## config.mk

```make
export PLATFORM = sky130hd
export DESIGN_NAME = ram_scan_reader_flat
export DESIGN_NICKNAME = d
export VERILOG_FILES = /design/src/rtl/ram_scan_if.sv /design/src/rtl/ram_scan_reader.sv /design/src/flat_wrapper.sv
export SDC_FILE = /design/constraint.sdc
export NUM_CORES = 1
export LEC_CHECK = 0
export BUFFER_PORTS_ARGS = -buffer_cell sky130_fd_sc_hd__buf_4
export CAP_MARGIN = 40
export CELL_PAD_IN_SITES_DETAIL_PLACEMENT = 0
export CELL_PAD_IN_SITES_GLOBAL_PLACEMENT = 1
export CORE_MARGIN = 1
export CORE_UTILIZATION = 30
export CTS_BUF_LIST = sky130_fd_sc_hd__clkbuf_8
export DETAILED_ROUTE_END_ITERATION = 8
export GPL_ROUTABILITY_DRIVEN = 0
export MAX_ROUTING_LAYER = met4
export PLACE_DENSITY_LB_ADDON = 0.1
export SYNTH_ARGS = -nofsm -noshare
export SYNTH_HDL_FRONTEND = slang
export SYNTH_SLANG_ARGS = --single-unit
```

## constraint.sdc

```tcl
create_clock -name clk -period 5.1 [get_ports clk]
set_clock_uncertainty 0.1 [all_clocks]
set_input_delay 0.765 -clock clk [delete_from_list [all_inputs] [get_ports clk]]
set_output_delay 0.765 -clock clk [all_outputs]
set_load 0.05 [all_outputs]
```

## src/rtl/ram_scan_if.sv

```systemverilog
// Bus between the scan reader, its controls, the RAM read port and the display path.
// ram_rden is a one-cycle strobe with no backpressure; ram_q is sampled exactly RD_LAT cycles later.
interface ram_scan_if #(
    parameter int ADDR_W = 5,
    parameter int DATA_W = 8
);
    logic              load;
    logic              step;
    logic              run;
    logic [ADDR_W-1:0] start_addr;
    logic [ADDR_W-1:0] end_addr;
    logic [ADDR_W-1:0] ram_addr;
    logic              ram_rden;
    logic [DATA_W-1:0] ram_q;
    logic [ADDR_W-1:0] disp_addr;
    logic [DATA_W-1:0] disp_data;
    logic              disp_valid;
    logic              busy;
    logic              wrap;

    modport master (
        output load, step, run, start_addr, end_addr, ram_q,
        input  ram_addr, ram_rden, disp_addr, disp_data, disp_valid, busy, wrap
    );

    modport slave (
        input  load, step, run, start_addr, end_addr, ram_q,
        output ram_addr, ram_rden, disp_addr, disp_data, disp_valid, busy, wrap
    );
endinterface

```

## src/rtl/ram_scan_reader.sv

```systemverilog
// Steps a read address through [start_addr..end_addr] of a synchronous RAM and
// latches each completed read into display registers.
module ram_scan_reader #(
    parameter int ADDR_W   = 5,
    parameter int DATA_W   = 8,
    parameter int RD_LAT   = 1,
    parameter int TICK_DIV = 25000000
) (
    input  logic       clk,
    input  logic       rst,
    ram_scan_if.slave  bus,
    output logic [1:0] state_dbg
);
    localparam int TICK_W = $clog2(TICK_DIV);

    typedef enum logic [1:0] {IDLE = 2'd0, ISSUE = 2'd1, WAIT = 2'd2, HOLD = 2'd3} state_t;

    state_t              state, state_nxt;
    logic [ADDR_W-1:0]   cur, cur_nxt;
    logic [1:0]          wait_cnt, wait_nxt;
    logic [TICK_W-1:0]   tick_cnt;
    logic                tick;
    logic                advance;
    logic                capture;
    logic                rden;
    logic                wrap;
    logic [ADDR_W-1:0]   disp_addr;
    logic [DATA_W-1:0]   disp_data;
    logic                disp_valid;

    assign tick    = bus.run && (tick_cnt == TICK_W'(TICK_DIV - 1));
    assign advance = bus.step || tick;

    always_comb begin
        state_nxt = state;
        cur_nxt   = cur;
        wait_nxt  = wait_cnt;
        capture   = 1'b0;
        rden      = 1'b0;
        wrap      = 1'b0;
        case (state)
            IDLE: begin
                if (bus.load) begin
                    cur_nxt   = bus.start_addr;
                    state_nxt = ISSUE;
                end else if (advance) begin
                    state_nxt = ISSUE;
                end
            end
            ISSUE: begin
                rden = 1'b1;
                if (bus.load) begin
                    cur_nxt   = bus.start_addr;
                    state_nxt = ISSUE;
                end else begin
                    wait_nxt  = 2'(RD_LAT - 1);
                    state_nxt = WAIT;
                end
            end
            WAIT: begin
                // load abandons the outstanding read; its data is never captured
                if (bus.load) begin
                    cur_nxt   = bus.start_addr;
                    state_nxt = ISSUE;
                end else if (wait_cnt == 2'd0) begin
                    capture   = 1'b1;
                    state_nxt = HOLD;
                end else begin
                    wait_nxt = wait_cnt - 2'd1;
                end
            end
            HOLD: begin
                if (bus.load) begin
                    cur_nxt   = bus.start_addr;
                    state_nxt = ISSUE;
                end else if (advance) begin
                    if (cur == bus.end_addr) begin
                        cur_nxt = bus.start_addr;
                        wrap    = 1'b1;
                    end else begin
                        cur_nxt = cur + ADDR_W'(1);
                    end
                    state_nxt = ISSUE;
                end
            end
            default: state_nxt = IDLE;
        endcase
    end

    always_ff @(posedge clk or posedge rst) begin
        if (rst) begin
            state      <= IDLE;
            cur        <= '0;
            wait_cnt   <= '0;
            tick_cnt   <= '0;
            disp_addr  <= '0;
            disp_data  <= '0;
            disp_valid <= 1'b0;
        end else begin
            state    <= state_nxt;
            cur      <= cur_nxt;
            wait_cnt <= wait_nxt;
            if (!bus.run || bus.load || tick) begin
                tick_cnt <= '0;
            end else begin
                tick_cnt <= tick_cnt + TICK_W'(1);
            end
            if (capture) begin
                disp_addr  <= cur;
                disp_data  <= bus.ram_q;
                disp_valid <= 1'b1;
            end
        end
    end

    assign bus.ram_addr   = cur;
    assign bus.ram_rden   = rden;
    assign bus.wrap       = wrap;
    assign bus.busy       = (state == ISSUE) || (state == WAIT);
    assign bus.disp_addr  = disp_addr;
    assign bus.disp_data  = disp_data;
    assign bus.disp_valid = disp_valid;
    assign state_dbg      = state;
endmodule
```

## src/flat_wrapper.sv

```systemverilog
// flat-port wrapper written by rule: the top's interface ports become plain ports
module ram_scan_reader_flat 
#(
    parameter int ADDR_W   = 5,
    parameter int DATA_W   = 8,
    parameter int RD_LAT   = 1,
    parameter int TICK_DIV = 25000000
)
  (clk, rst, state_dbg, bus_load, bus_step, bus_run, bus_start_addr, bus_end_addr, bus_ram_q, bus_ram_addr, bus_ram_rden, bus_disp_addr, bus_disp_data, bus_disp_valid, bus_busy, bus_wrap);
  ram_scan_if #(.ADDR_W(ADDR_W), .DATA_W(DATA_W)) bus_i ();
  input  logic clk;
  input  logic rst;
  output logic [1:0] state_dbg;
  input wire logic [$bits(bus_i.load)-1:0] bus_load;
  input wire logic [$bits(bus_i.step)-1:0] bus_step;
  input wire logic [$bits(bus_i.run)-1:0] bus_run;
  input wire logic [$bits(bus_i.start_addr)-1:0] bus_start_addr;
  input wire logic [$bits(bus_i.end_addr)-1:0] bus_end_addr;
  input wire logic [$bits(bus_i.ram_q)-1:0] bus_ram_q;
  output wire logic [$bits(bus_i.ram_addr)-1:0] bus_ram_addr;
  output wire logic [$bits(bus_i.ram_rden)-1:0] bus_ram_rden;
  output wire logic [$bits(bus_i.disp_addr)-1:0] bus_disp_addr;
  output wire logic [$bits(bus_i.disp_data)-1:0] bus_disp_data;
  output wire logic [$bits(bus_i.disp_valid)-1:0] bus_disp_valid;
  output wire logic [$bits(bus_i.busy)-1:0] bus_busy;
  output wire logic [$bits(bus_i.wrap)-1:0] bus_wrap;
  assign bus_i.load = bus_load;
  assign bus_i.step = bus_step;
  assign bus_i.run = bus_run;
  assign bus_i.start_addr = bus_start_addr;
  assign bus_i.end_addr = bus_end_addr;
  assign bus_i.ram_q = bus_ram_q;
  assign bus_ram_addr = bus_i.ram_addr;
  assign bus_ram_rden = bus_i.ram_rden;
  assign bus_disp_addr = bus_i.disp_addr;
  assign bus_disp_data = bus_i.disp_data;
  assign bus_disp_valid = bus_i.disp_valid;
  assign bus_busy = bus_i.busy;
  assign bus_wrap = bus_i.wrap;
  ram_scan_reader #(.ADDR_W(ADDR_W), .DATA_W(DATA_W), .RD_LAT(RD_LAT), .TICK_DIV(TICK_DIV)) u_core (.clk(clk), .rst(rst), .bus(bus_i), .state_dbg(state_dbg));
endmodule
```

==> qor.txt <==
Root Driver = clkbuf_8
clock sinks = 48
FFs w/ async S/R, synth = 1.000
Routed Wire Length = 5667 microns
Simple-Gate Fraction of Synth Area = 0.2077
P&R area growth vs syn = 23.18%
status = completed
gr ovfl total = 0
final hold vios = 0
actual slew at the worst max-slew pin = 0.7624 ns
post_cts resized = 0
fin. max-slew vios = 0
initial antenna violation count = 0
TritonCTS Buffers = 5
Sum Neg Setup Slack = 0 ns
number of vias per cell = 4.870
ys flop type = dfrtp_1
CTS clock-pin slew for the worst setup and hold paths = 0.09 ns
1st-iter DRT viols = 46
synth cell count leaders = 48 x dfrtp_1, 30 x nor2_1, 15 x nand3_1
hold depth = 1
main area contributors after synthesis = dfrtp_1 47%, mux2_2 6.2%, xor2_1 4.8%, nor2_1 4.4%, xnor2_1 4.1%
slew margin rel. = 0.4903
crit path kind = in -> out
part of the Yosys area used for sequential elements = 0.4724
core area = 8217 sq um
nets = 323
VDD IR max = 0.1277 mV
CTS tree = built
post-synth top area share = 0.4724
die area = 8847 sq um
Post-CTS Setup Inserts = 0
Pwr Total = 1.614 mW
max cap viols = 0
Die H = 94.06 microns
I/O Pins = 47
Netlist cell types = 41
Crit Reg-Reg Startpoint = u_core.tick_cnt[8]
xor-xnor portion of the synthesized cell area = 0.08957
post-synthesis mux area share = 0.07776
buffers added on ports = 46
Worst Hold Launch = u_core.bus.disp_valid
vias in the first global route = 1,861
CP max FO = 9
Post-synth EDFFs = 0
Synth Area in Adders = 0.03445
mean post-synth cell area = 10.38 sq um
Final setup viols = 0
GRT Total Usage = 0.1419
post-synth top area cell = dfrtp_1
RSZ-0062 raised after global routing = no
leak pwr = 1.358 nW
synthesized area = 2542 sq um
Cells after Synth = 245
min Tclk post-route = 2.958 ns
CTS max path bufs = 2
Ys Warns = 0
Initial Util = 0.3094
Die W = 94.06 microns
Final HPWL DP = 4049 microns
antenna viol nets, final = 0
first-pass GRT wire length = 9473 microns
htree depth = 2
combinational family with the most area after synthesis = simple AND/OR/NAND/NOR gates
most frequent cell after synthesis = dfrtp_1
R2R Setup Slk = 2.83 ns
Hold Path Sink = u_core.bus.disp_valid
routed wire length per instance = 14.20 microns
pin count of the biggest net entering global routing = 27
DRC viols = 0
WP data arrival = 2.09 ns
pwr/cell area = 515.3 nW/um^2
syn_nets = 275
worst skew pair latency = 0.30 ns
Reg2Reg Depth = 5
FMAX = 338.1 MHz
hold crit path type = reg -> reg
First-pass DRT Iterations = 4
layout cells sized above 1 = 0.2755
n_diodes = 0
RR Endpoint = u_core.bus.ram_addr[1]
critical path endpoint category = output port
required time of the critical path = 4.24 ns
hold-fix buffers at CTS = 0
num rows = 33
Vias = 1,943
number of synthesized register bits = 48
Compound-Gate Fraction of Synth Area = 0.08366
period utilisation layout = 0.5800
startpoint types = input port
==> metrics by stage <==
step | setup slack [ns] | hold slack (ns) | cells | utilization | instance area [sq um]
2_1_floorplan | 2.024 | 0.3658 | 245 | - | 2542
3_3_place_gp | 2.210 | 0.3521 | 390 | 0.3646 | 2995
6_report | 2.142 | 0.3884 | 399 | 0.3811 | 3132
3_5_place_dp | 2.195 | 0.3726 | 391 | 0.3670 | 3015
5_1_grt | 1.990 | 0.4244 | 399 | 0.3811 | 3132
4_1_cts | 2.159 | 0.3990 | 399 | 0.3811 | 3132
==> where the power goes <==
group | leakage [nW] | switching (mW) | internal, mW
clock network | 0.0583 | 0.136 | 0.148
registers | 0.623 | 0.0831 | 0.462
logic | 0.677 | 0.517 | 0.267
total | 1.36 | 0.736 | 0.878
==> area by class of cell <==
type / instances / area (sq um)
repair buffers: 49 / 380.4
multi-input cells: 176 / 1254
clock inverters: 3 / 47.55
well taps: 105 / 131.4
inverters: 13 / 48.80
flip-flops and latches: 48 / 1201
fillers: 836 / 5085
clock buffers: 5 / 68.82
==> sequential cells by signal, summed over array words and instances, names as in the netlist <==
signal / flops
u_core.bus.disp_valid: 1
u_core.wait_cnt: 2
u_core.bus.disp_addr: 5
u_core.bus.ram_addr: 5
u_core.state_dbg: 2
u_core.bus.disp_data: 8
u_core.tick_cnt: 25
==> worst max path at each step <==
stage	depth (start not counted)	to	start	slack, ns
after CTS	6	bus_wrap	bus_run	2.16
after global routing	6	bus_wrap	bus_run	1.99
after floorplan	5	bus_wrap	bus_run	2.02
final	6	bus_wrap	bus_run	2.14
after detailed placement	6	bus_wrap	bus_run	2.20
after global placement	6	bus_wrap	bus_run	2.21
==> placed cells by master (no fill, tap or decap), types with 8 or more instances in the layout <==
cell	count
dfrtp_1	48
xor2_1	14
mux2_2	14
xnor2_1	12
nand2_1	12
nor2_1	30
inv_1	12
nand4_1	8
buf_4	48
nand3_1	15
==> critical path: stages <==
cell,delay (ns)
buf_4,0.09
nor4bb_1,0.28
nand4_1,0.19
o31a_1,0.41
nor2_1,0.15
buf_4,0.21
==> kinds of logic (layout without fill, tap and decap cells) <==
group                      Yosys count  after routing
and+or+nand+nor                     99             99
DFF                                 48             48
AOI/OAI and AO/OA                   26             26
xor gates and xnor gates            26             26
buffers and inverters               21             70
muxes                               18             18
adders and majority gates            7              7
==> routing by layer <==
| layer | routed length (microns) | part of all wire | track usage | up-vias |
|---|---|---|---|---|
| met5 | 0 | 0 | - | - |
| met4 | 68 | 0.012 | 0.03846 | 0 |
| met3 | 207 | 0.037 | 0.02832 | 6 |
| met2 | 2681 | 0.47 | 0.2220 | 28 |
| met1 | 2709 | 0.48 | 0.1872 | 954 |
| li1 | - | - | - | 955 |
Note: power is estimated with default switching activity, not from simulation.
